==> config.mk <==
export PLATFORM = sky130hd
export DESIGN_NAME = player_hit_ctrl
export DESIGN_NICKNAME = d
export VERILOG_FILES = /design/src/rtl/player_pkg.sv /design/src/rtl/frame_timer.sv /design/src/rtl/player_hit_ctrl.sv
export SDC_FILE = /design/constraint.sdc
export NUM_CORES = 1
export LEC_CHECK = 0
export CORE_AREA = 2 2 60 51
export CTS_CLUSTER_DIAMETER = 40
export CTS_CLUSTER_SIZE = 10
export DETAILED_ROUTE_END_ITERATION = 6
export DIE_AREA = 0 0 62 53
export MAX_ROUTING_LAYER = met4
export SLEW_MARGIN = 40
export SYNTH_ARGS = -nofsm -noshare
export SYNTH_HDL_FRONTEND = slang
export SYNTH_HIERARCHICAL = 1
export SYNTH_SLANG_ARGS = --single-unit
==> constraint.sdc <==
create_clock -name clk -period 5.1 [get_ports clk]
set_clock_uncertainty 0.15 [all_clocks]
set_input_delay 1.02 -clock clk [delete_from_list [all_inputs] [get_ports clk]]
set_output_delay 1.02 -clock clk [all_outputs]
set_load 0.01 [all_outputs]
==> src/rtl/player_pkg.sv <==
// ============================================================================
// Module : player_pkg
// Brief  : Shared types and constants for the player hit/respawn controller.
// Rev    : 1.0  initial release
// ============================================================================
`default_nettype none

package player_pkg;

  typedef enum logic [1:0] {
    ALIVE     = 2'd0,
    EXPLODING = 2'd1,
    RESPAWN   = 2'd2,
    DEAD      = 2'd3
  } player_state_t;

  localparam int FRAME_CNT_W = 8;

  // Saturate at all-ones so an over-long phase can never wrap back to frame 0.
  function automatic logic [FRAME_CNT_W-1:0] sat_inc(input logic [FRAME_CNT_W-1:0] v);
    return (v == '1) ? v : v + 1'b1;
  endfunction

endpackage

`default_nettype wire

==> src/rtl/frame_timer.sv <==
// ============================================================================
// Module : frame_timer
// Brief  : Saturating per-frame counter; flags the SOF that closes the phase.
// Rev    : 1.0  initial release
// ============================================================================
`default_nettype none

module frame_timer
  import player_pkg::*;
(
  input  logic                   clk,
  input  logic                   rst_n,
  input  logic                   clr,
  input  logic                   start_of_frame,
  input  logic [FRAME_CNT_W-1:0] target,
  output logic                   done,
  output logic [FRAME_CNT_W-1:0] count_nxt
);

  logic [FRAME_CNT_W-1:0] r_count;

  assign done      = start_of_frame && (r_count == target);
  assign count_nxt = clr            ? '0 :
                     start_of_frame ? sat_inc(r_count) : r_count;

  always_ff @(posedge clk or negedge rst_n) begin
    if (!rst_n) r_count <= '0;
    else        r_count <= count_nxt;
  end

endmodule

`default_nettype wire

==> src/rtl/player_hit_ctrl.sv <==
// ============================================================================
// Module : player_hit_ctrl
// Brief  : Turns raw collision hits into explosion pulses and sequences the
//          player through explode, blinking respawn, alive and game over.
// Rev    : 1.0  initial release
// ============================================================================
`default_nettype none

module player_hit_ctrl
  import player_pkg::*;
#(
  parameter int EXPLODE_FRAMES = 32,
  parameter int INVULN_FRAMES  = 120,
  parameter int BLINK_LOG2     = 3
) (
  input  logic       clk,
  input  logic       rst_n,
  input  logic       start_of_frame,
  input  logic       collision,
  input  logic [2:0] lives_left,
  output logic       explosion,
  output logic       exploding,
  output logic       invulnerable,
  output logic       player_visible,
  output logic       respawn_req,
  output logic       game_over
);

  localparam logic [FRAME_CNT_W-1:0] c_explode_last = FRAME_CNT_W'(EXPLODE_FRAMES - 1);
  localparam logic [FRAME_CNT_W-1:0] c_invuln_last  = FRAME_CNT_W'(INVULN_FRAMES - 1);

  player_state_t          r_state;
  logic                   r_hit_latch;
  logic                   r_explosion;
  logic                   r_exploding;
  logic                   r_invulnerable;
  logic                   r_visible;
  logic                   r_respawn_req;
  logic                   r_game_over;

  logic                   w_hit_seen;
  logic                   w_timing;
  logic                   w_clr;
  logic                   w_done;
  logic [FRAME_CNT_W-1:0] w_target;
  logic [FRAME_CNT_W-1:0] w_count_nxt;

  // A hit on the SOF cycle itself still belongs to the frame that is closing.
  assign w_hit_seen = r_hit_latch | collision;
  assign w_timing   = (r_state == EXPLODING) || (r_state == RESPAWN);
  assign w_clr      = !w_timing || w_done;
  assign w_target   = (r_state == RESPAWN) ? c_invuln_last : c_explode_last;

  frame_timer u_frame_timer (
    .clk            (clk),
    .rst_n          (rst_n),
    .clr            (w_clr),
    .start_of_frame (start_of_frame),
    .target         (w_target),
    .done           (w_done),
    .count_nxt      (w_count_nxt)
  );

  always_ff @(posedge clk or negedge rst_n) begin
    if (!rst_n) begin
      r_state        <= ALIVE;
      r_hit_latch    <= 1'b0;
      r_explosion    <= 1'b0;
      r_exploding    <= 1'b0;
      r_invulnerable <= 1'b0;
      r_visible      <= 1'b1;
      r_respawn_req  <= 1'b0;
      r_game_over    <= 1'b0;
    end else begin
      r_explosion   <= 1'b0;
      r_respawn_req <= 1'b0;
      r_hit_latch   <= (r_state == ALIVE) && !start_of_frame && w_hit_seen;
      case (r_state)
        ALIVE: begin
          if (start_of_frame) begin
            // An exhausted life count wins over a hit: no pulse into an empty counter.
            if (lives_left == 3'd0) begin
              r_state     <= DEAD;
              r_game_over <= 1'b1;
              r_visible   <= 1'b0;
            end else if (w_hit_seen) begin
              r_state     <= EXPLODING;
              r_explosion <= 1'b1;
              r_exploding <= 1'b1;
              r_visible   <= 1'b1;
            end
          end
        end
        EXPLODING: begin
          if (w_done) begin
            r_exploding <= 1'b0;
            if (lives_left == 3'd0) begin
              r_state     <= DEAD;
              r_game_over <= 1'b1;
              r_visible   <= 1'b0;
            end else begin
              r_state        <= RESPAWN;
              r_respawn_req  <= 1'b1;
              r_invulnerable <= 1'b1;
              r_visible      <= 1'b1;
            end
          end
        end
        RESPAWN: begin
          if (w_done) begin
            r_state        <= ALIVE;
            r_invulnerable <= 1'b0;
            r_visible      <= 1'b1;
          end else begin
            r_visible <= ~w_count_nxt[BLINK_LOG2];
          end
        end
        default: begin
          r_state <= DEAD;
        end
      endcase
    end
  end

  assign explosion      = r_explosion;
  assign exploding      = r_exploding;
  assign invulnerable   = r_invulnerable;
  assign player_visible = r_visible;
  assign respawn_req    = r_respawn_req;
  assign game_over      = r_game_over;

endmodule

`default_nettype wire

==> results.ini, run 1 <==
[route]
routedWlPerCell_um = 13.5
vias = 879
drc = 0
wl_mm = 2.27
firstDrtPassIters = 4
viasPerCell = 5.23
drt_iter0_drc = 16
antenna_left = 0

[power]
ir_drop_mv = 0.211
clockPowerShare_pct = 13.5
combinationalPowerShare_pct = 52.3
internal_power_uw = 328
sw_frac_of_total_pct = 41.1
seqPwrFrac_pct = 34.2
switchingPower_uw = 229
powerDensity_nw_per_um2 = 416
cellLeakagePower_uw = 0.000561
total_power_uw = 557

[floorplan]
die_h_um = 53
pin_count = 13
rows = 17
design.die.area_um2 = 3290
die_w_um = 62
core_region_area_um2 = 2660
start_util_pct = 43.5

[synthesis]
yosys.area.top_type = dfrtp_1
synth-seq-cells = 17
synthTopCellsByArea = dfrtp_1 (35%), xnor2_1 (6.1%), ha_1 (5.4%)
netlist.area_leader.share_pct = 34.6
synth_edf_count = 0
syn_area_um2 = 1160
avgSynthCellArea_um2 = 10.2
ys.flop_type = dfrtp_1
yosysUniqueCellTypes = 46
seq_area_frac_synth_pct = 36.9
synthArstFlopShare_pct = 100
yosysMostFrequentCell = dfrtp_1
synth_commonest_cells = dfrtp_1 (16), nor2b_1 (8), xnor2_1 (8), inv_1 (7), nand2_1 (7)
synth_warnings = 6
synthCells = 114

[global_routing]
busiest_layer = met1
grt_pass1_vias = 809
gr-total-overflow = 0
grt_pass1_wl_mm = 3.71
track_usage_pct = 16.0
grt_max_degree = 18
met1_usage_pct = 22.4
grt_use_met3_pct = 5.13
antenna_found_initial = 0
grt_util_met2_pct = 22.2

[setup_path]
crit_start = start_of_frame
arrival_ps = 3450
cpPeakStageDelay_ps = 670
path_max_fanout = 11
r2r_start = r_state[0]
cp-start-kind = primary input
path_buf_inv = 1
cp_slowest_cell = clkdlybuf4s50_1
cp_data_required_time_ps = 5210
critical_path.endpoint = player_visible
cp_top_family = simple AND/OR/NAND/NOR gates
path_cells = clkdlybuf4s50_1, nand2_1, nor3_1, nand2b_1, nor2b_1, mux2_4, a22oi_1, mux2_1
r2r-end = player_visible
worstSetupPathType = primary input to flop
r2r_cells = 11
cp-end-kind = flop
reg2reg_slack_ps = 1930
cp.depth = 8

[layout]
drive_gt1_share_pct = 15.4
final_util_pct = 50.4
antenna_cells = 0
area_growth_pct = 15.7
fillCellCount = 256
nNetsFinal = 143

[clock_network]
clk_pin_slew_ps = 100
cts.repair.resized = 0
cts_sinks = 17
clock_latency_ps = 300
clockBufferDepth = 2
hold_buffers = 0
cts-root-buf = clkbuf_4
cts_buffers = 3
post-cts-setup-buffers = 0
htree_levels = 1
tritoncts = yes

[sta]
fmax_mhz = 299
worst_slew_pin_slew_ps = 686
slew_headroom_pct = 53.9
tns_ps = 0
fin_crit_sh_pct = 65.6
finalCriticalPeriod_ps = 3350
finalHoldViolCount = 0
rsz0062_at_grt = false
slew_viol_final = 0
finalSetupViolations = 0

[flow_run]
maxCapViolations = 0

[place]
port-buffer-count = 12
place_congestion = 0.813
post-dp-hpwl_mm = 1.70

[status]
status = finished clean

[hold_path]
hold_path_class = flop to flop

layout make-up:
class / count / area (um2) / share of cell area (%)
flip-flops and latches: 17 / 427 / 31.9
repair buffers: 12 / 115 / 8.60
well taps: 38 / 47.5 / 3.55
inverters: 7 / 26.3 / 1.96
clock inverters: 1 / 5.00 / 0.374
clock buffers: 3 / 22.5 / 1.68
multi-input cells: 90 / 696 / 52.0
flip-flops by register name, summed over array words and instances (netlist names):
signal,cells
u_frame_timer/r_count,8
explosion,1
respawn_req,1
player_visible,1
invulnerable,1
game_over,1
r_hit_latch,1
exploding,1
r_state,2
how the worst min path moves through the flow:
stage | start | to | slack [ps] | depth (start not counted)
final | game_over | game_over | 340 | 2
after global routing | game_over | game_over | 370 | 2
after CTS | game_over | game_over | 350 | 2
after detailed placement | game_over | game_over | 330 | 2
after global placement | game_over | game_over | 320 | 2
after floorplan | game_over | game_over | 350 | 2
logic make-up after synthesis:
logic type | Yosys count | share of synthesized area, %
simple gates | 38 | 19.8
compound gates | 28 | 21.0
flops | 17 | 36.9
buf+inv | 10 | 4.00
xor+xnor | 8 | 6.05
mux | 6 | 6.27
fa+ha+maj | 5 | 5.41
other cells | 2 | 0.649
layout by cell type, fill, tap and decap left out, types with 2 or more instances in the layout:
cell	instances
a211oi_1	2
a211oi_2	2
a21oi_1	3
a2bb2oi_1	2
a311oi_1	3
and3_1	3
and4_1	2
clkbuf_4	3
clkdlybuf4s50_1	11
conb_1	5
dfrtp_1	16
ha_1	5
inv_1	7
mux2_4	2
mux2i_1	2
nand2_1	7
nand3_1	2
nor2_1	6
nor2b_1	8
nor3_1	2
o21ai_0	4
xnor2_1	8
layer usage:
metal | routed length, um | vias up | part of all wire [%]
met3 | 58 | 4 | 2.6
met4 | 25 | 0 | 1.1
met2 | 933 | 8 | 41
met5 | 0 | - | 0
met1 | 1250 | 422 | 55
li1 | - | 445 | -
stage by stage:
| step | cells | worst slack [ps] | cell area (um2) | hold slack [ps] |
|---|---|---|---|---|
| 2_1_floorplan | 117 | 2360 | 1170 | 347 |
| 5_1_grt | 168 | 1630 | 1340 | 371 |
| 3_5_place_dp | 164 | 1460 | 1320 | 325 |
| 3_3_place_gp | 164 | 1620 | 1320 | 323 |
| 6_report | 168 | 1750 | 1340 | 342 |
| 4_1_cts | 168 | 1760 | 1340 | 351 |
tightest hold or removal path, delay by kind of cell (launching register included):
family | cells | cell delay, ps
DFF | 1 | 360
AOI/OAI and AO/OA | 1 | 60
buffers and inverters | 1 | 40
power by group through the flow:
stage               logic (uW)  registers (uW)  clock network (uW)
global placement           290             191                   0
detailed placement         291             193                   0
finish                     292             191                75.1
floorplan                  215             192                   0
CTS                        292             190                76.9
global route               320             195                85.7
No activity file was read; power rests on OpenSTA's default activity.
==> run 2: changes to the inputs <==
Settings changed: PLACE_DENSITY set to 0.67.
Clock period 5.1 ns to 2.86 ns, I/O delays scaled along.
==> run 2 against run 1 <==
- sequential power up 77%
- largest cell class unchanged
- first-iteration DRC count down 31%
- critical path type is now flop to flop
- largest power group unchanged
- highest routed layer unchanged
- cell count up 2.4%
- register-to-register slack worse by 1600 ps
- clock power up 70%
- global-route usage up 0.81 points
- clock-buffer cell count unchanged
- critical path depth up 2
==> results.ini, run 2 (synthesized netlist as in run 1, its figures left out) <==
[route]
antenna_left = 0  ; unchanged
drt_iter0_drc = 11  ; was 16
firstDrtPassIters = 4  ; unchanged
vias = 901  ; was 879
viasPerCell = 5.24  ; was 5.23
wl_mm = 2.32  ; was 2.27 mm
routedWlPerCell_um = 13.5  ; about the same
drc = 0  ; unchanged

[layout]
reg_top3 = u_frame_timer/r_count (8), r_state (2)  ; unchanged
antenna_cells = 0  ; unchanged
top_register = u_frame_timer/r_count  ; unchanged
multi_input_area_um2 = 696  ; unchanged
drive_gt1_share_pct = 17.9  ; was 15.4%
register_area_um2 = 427  ; unchanged
final_cell_mix = dfrtp_1 (16), clkdlybuf4s50_1 (11), nor2b_1 (8), xnor2_1 (8)  ; unchanged
final_common_cell = dfrtp_1  ; unchanged
nNetsFinal = 147  ; was 143
fillCellCount = 234  ; was 256
final_util_pct = 51.5  ; was 50.4%
area_growth_pct = 18.3  ; was 15.7%
largest_reg_flops = 8  ; unchanged

[clock_network]
clock_latency_ps = 290  ; was 300 ps
cts_buffers = 3  ; unchanged
cts.repair.resized = 0  ; unchanged
cts_sinks = 17  ; unchanged
tritoncts = yes  ; unchanged
cts-root-buf = clkbuf_4  ; unchanged
post-cts-setup-buffers = 0  ; unchanged
clockBufferDepth = 2  ; unchanged
hold_buffers = 0  ; unchanged
clk_pin_slew_ps = 100  ; about the same
htree_levels = 1  ; unchanged

[flow_run]
maxCapViolations = 0  ; unchanged

[setup_path]
cp-end-kind = flop  ; unchanged
cp_data_required_time_ps = 2940  ; was 5210 ps
arrival_ps = 2580  ; was 3450 ps
cp-start-kind = flop  ; was primary input
worstSetupPathType = flop to flop  ; was primary input to flop
path_max_fanout = 7  ; was 11

[power]
cellLeakagePower_uw = 0.000581  ; was 0.000561 uW
powerDensity_nw_per_um2 = 735  ; was 416 nW/um2
ir_drop_mv = 0.451  ; was 0.211 mV

[global_routing]
grt_pass1_vias = 877  ; was 809
gr-total-overflow = 0  ; unchanged
track_usage_pct = 16.9  ; was 16.0%
antenna_found_initial = 0  ; unchanged
grt_max_degree = 18  ; unchanged
grt_pass1_wl_mm = 3.97  ; was 3.71 mm

[floorplan]
pin_count = 13  ; unchanged
die_h_um = 53  ; unchanged
rows = 17  ; unchanged
design.die.area_um2 = 3290  ; unchanged
core_region_area_um2 = 2660  ; unchanged
start_util_pct = 43.5  ; unchanged
die_w_um = 62  ; unchanged

[place]
place_congestion = 0.779  ; was 0.813
post-dp-hpwl_mm = 1.77  ; was 1.70 mm
port-buffer-count = 12  ; unchanged

[status]
status = finished clean  ; unchanged

[sta]
rsz0062_at_grt = false  ; unchanged
fin_crit_sh_pct = 87.4
finalSetupViolations = 0  ; unchanged
slew_viol_final = 0  ; unchanged
holdWs_ps = 29.0  ; was 342 ps
finalHoldViolCount = 0  ; unchanged
fmax_mhz = 400
finalCriticalPeriod_ps = 2500
tns_ps = 0  ; unchanged

[hold_path]
hold_path_class = primary input to asynchronous set/reset pin  ; was flop to flop

## run 2: cell count changes in the layout (fill, tap and decap cells not counted), sizes merged
cell,previous run,this run
buf,1,5
## run 2: critical path: stages, from the launching register on
cell and delay (ps):
dfrtp_1 410, inv_1 100, ha_1 310, inv_1 110, xnor2_1 140, nand4_1 100, nor3_1 170, buf_4 170
nor2b_1 80, a2111oi_4 340, mux2_1 360
## run 2: layout make-up
class                   instances  share of cell area (%)
clock buffers                   3                    1.65
repair buffers                 16                    10.6
flip-flops and latches         17                    31.2
inverters                       7                    1.92
well taps                      38                    3.47
multi-input cells              90                    50.8
clock inverters                 1                   0.366
## run 2: routing by layer
metal / global-route usage, % / part of all wire (%)
met1: 21.8 / 50
met2: 26.4 / 45
met3: 5.13 / 4.0
met4: 2.84 / 0.60
met5: - / 0
## run 2: worst paths after layout
check / start / slack (ps) / to / depth (start not counted)
setup / recovery: r_state[0] / 360 / player_visible / 10
hold / removal: rst_n / 30 / r_hit_latch / 1
setup reg to reg: r_state[0] / 360 / player_visible / 10
hold reg to reg: game_over / 340 / game_over / 2
max in group asynchronous: rst_n / 2220 / player_visible / 1
min in group clk: game_over / 340 / game_over / 2
## run 2: metrics by stage
step	setup slack (ps)	cells	power, uW	instance area (um2)
finish	361	172	1010	1370
detailed placement	378	168	885	1350
floorplan	118	117	726	1170
global placement	418	168	869	1350
CTS	353	172	1020	1370
global route	98.7	172	1090	1370
## run 2: where the power goes
part,switching [uW],internal (uW)
Clock,76.2,52.0
Sequential,46.0,292
Combinational,280,260
==> run 3: changes to the inputs <==
Settings changed: CTS_CLUSTER_DIAMETER 40 to 50, GPL_ROUTABILITY_DRIVEN set to 1.
==> results of run 3 <==
No change in the layout: final DEF, timing and power equal those of run 2.
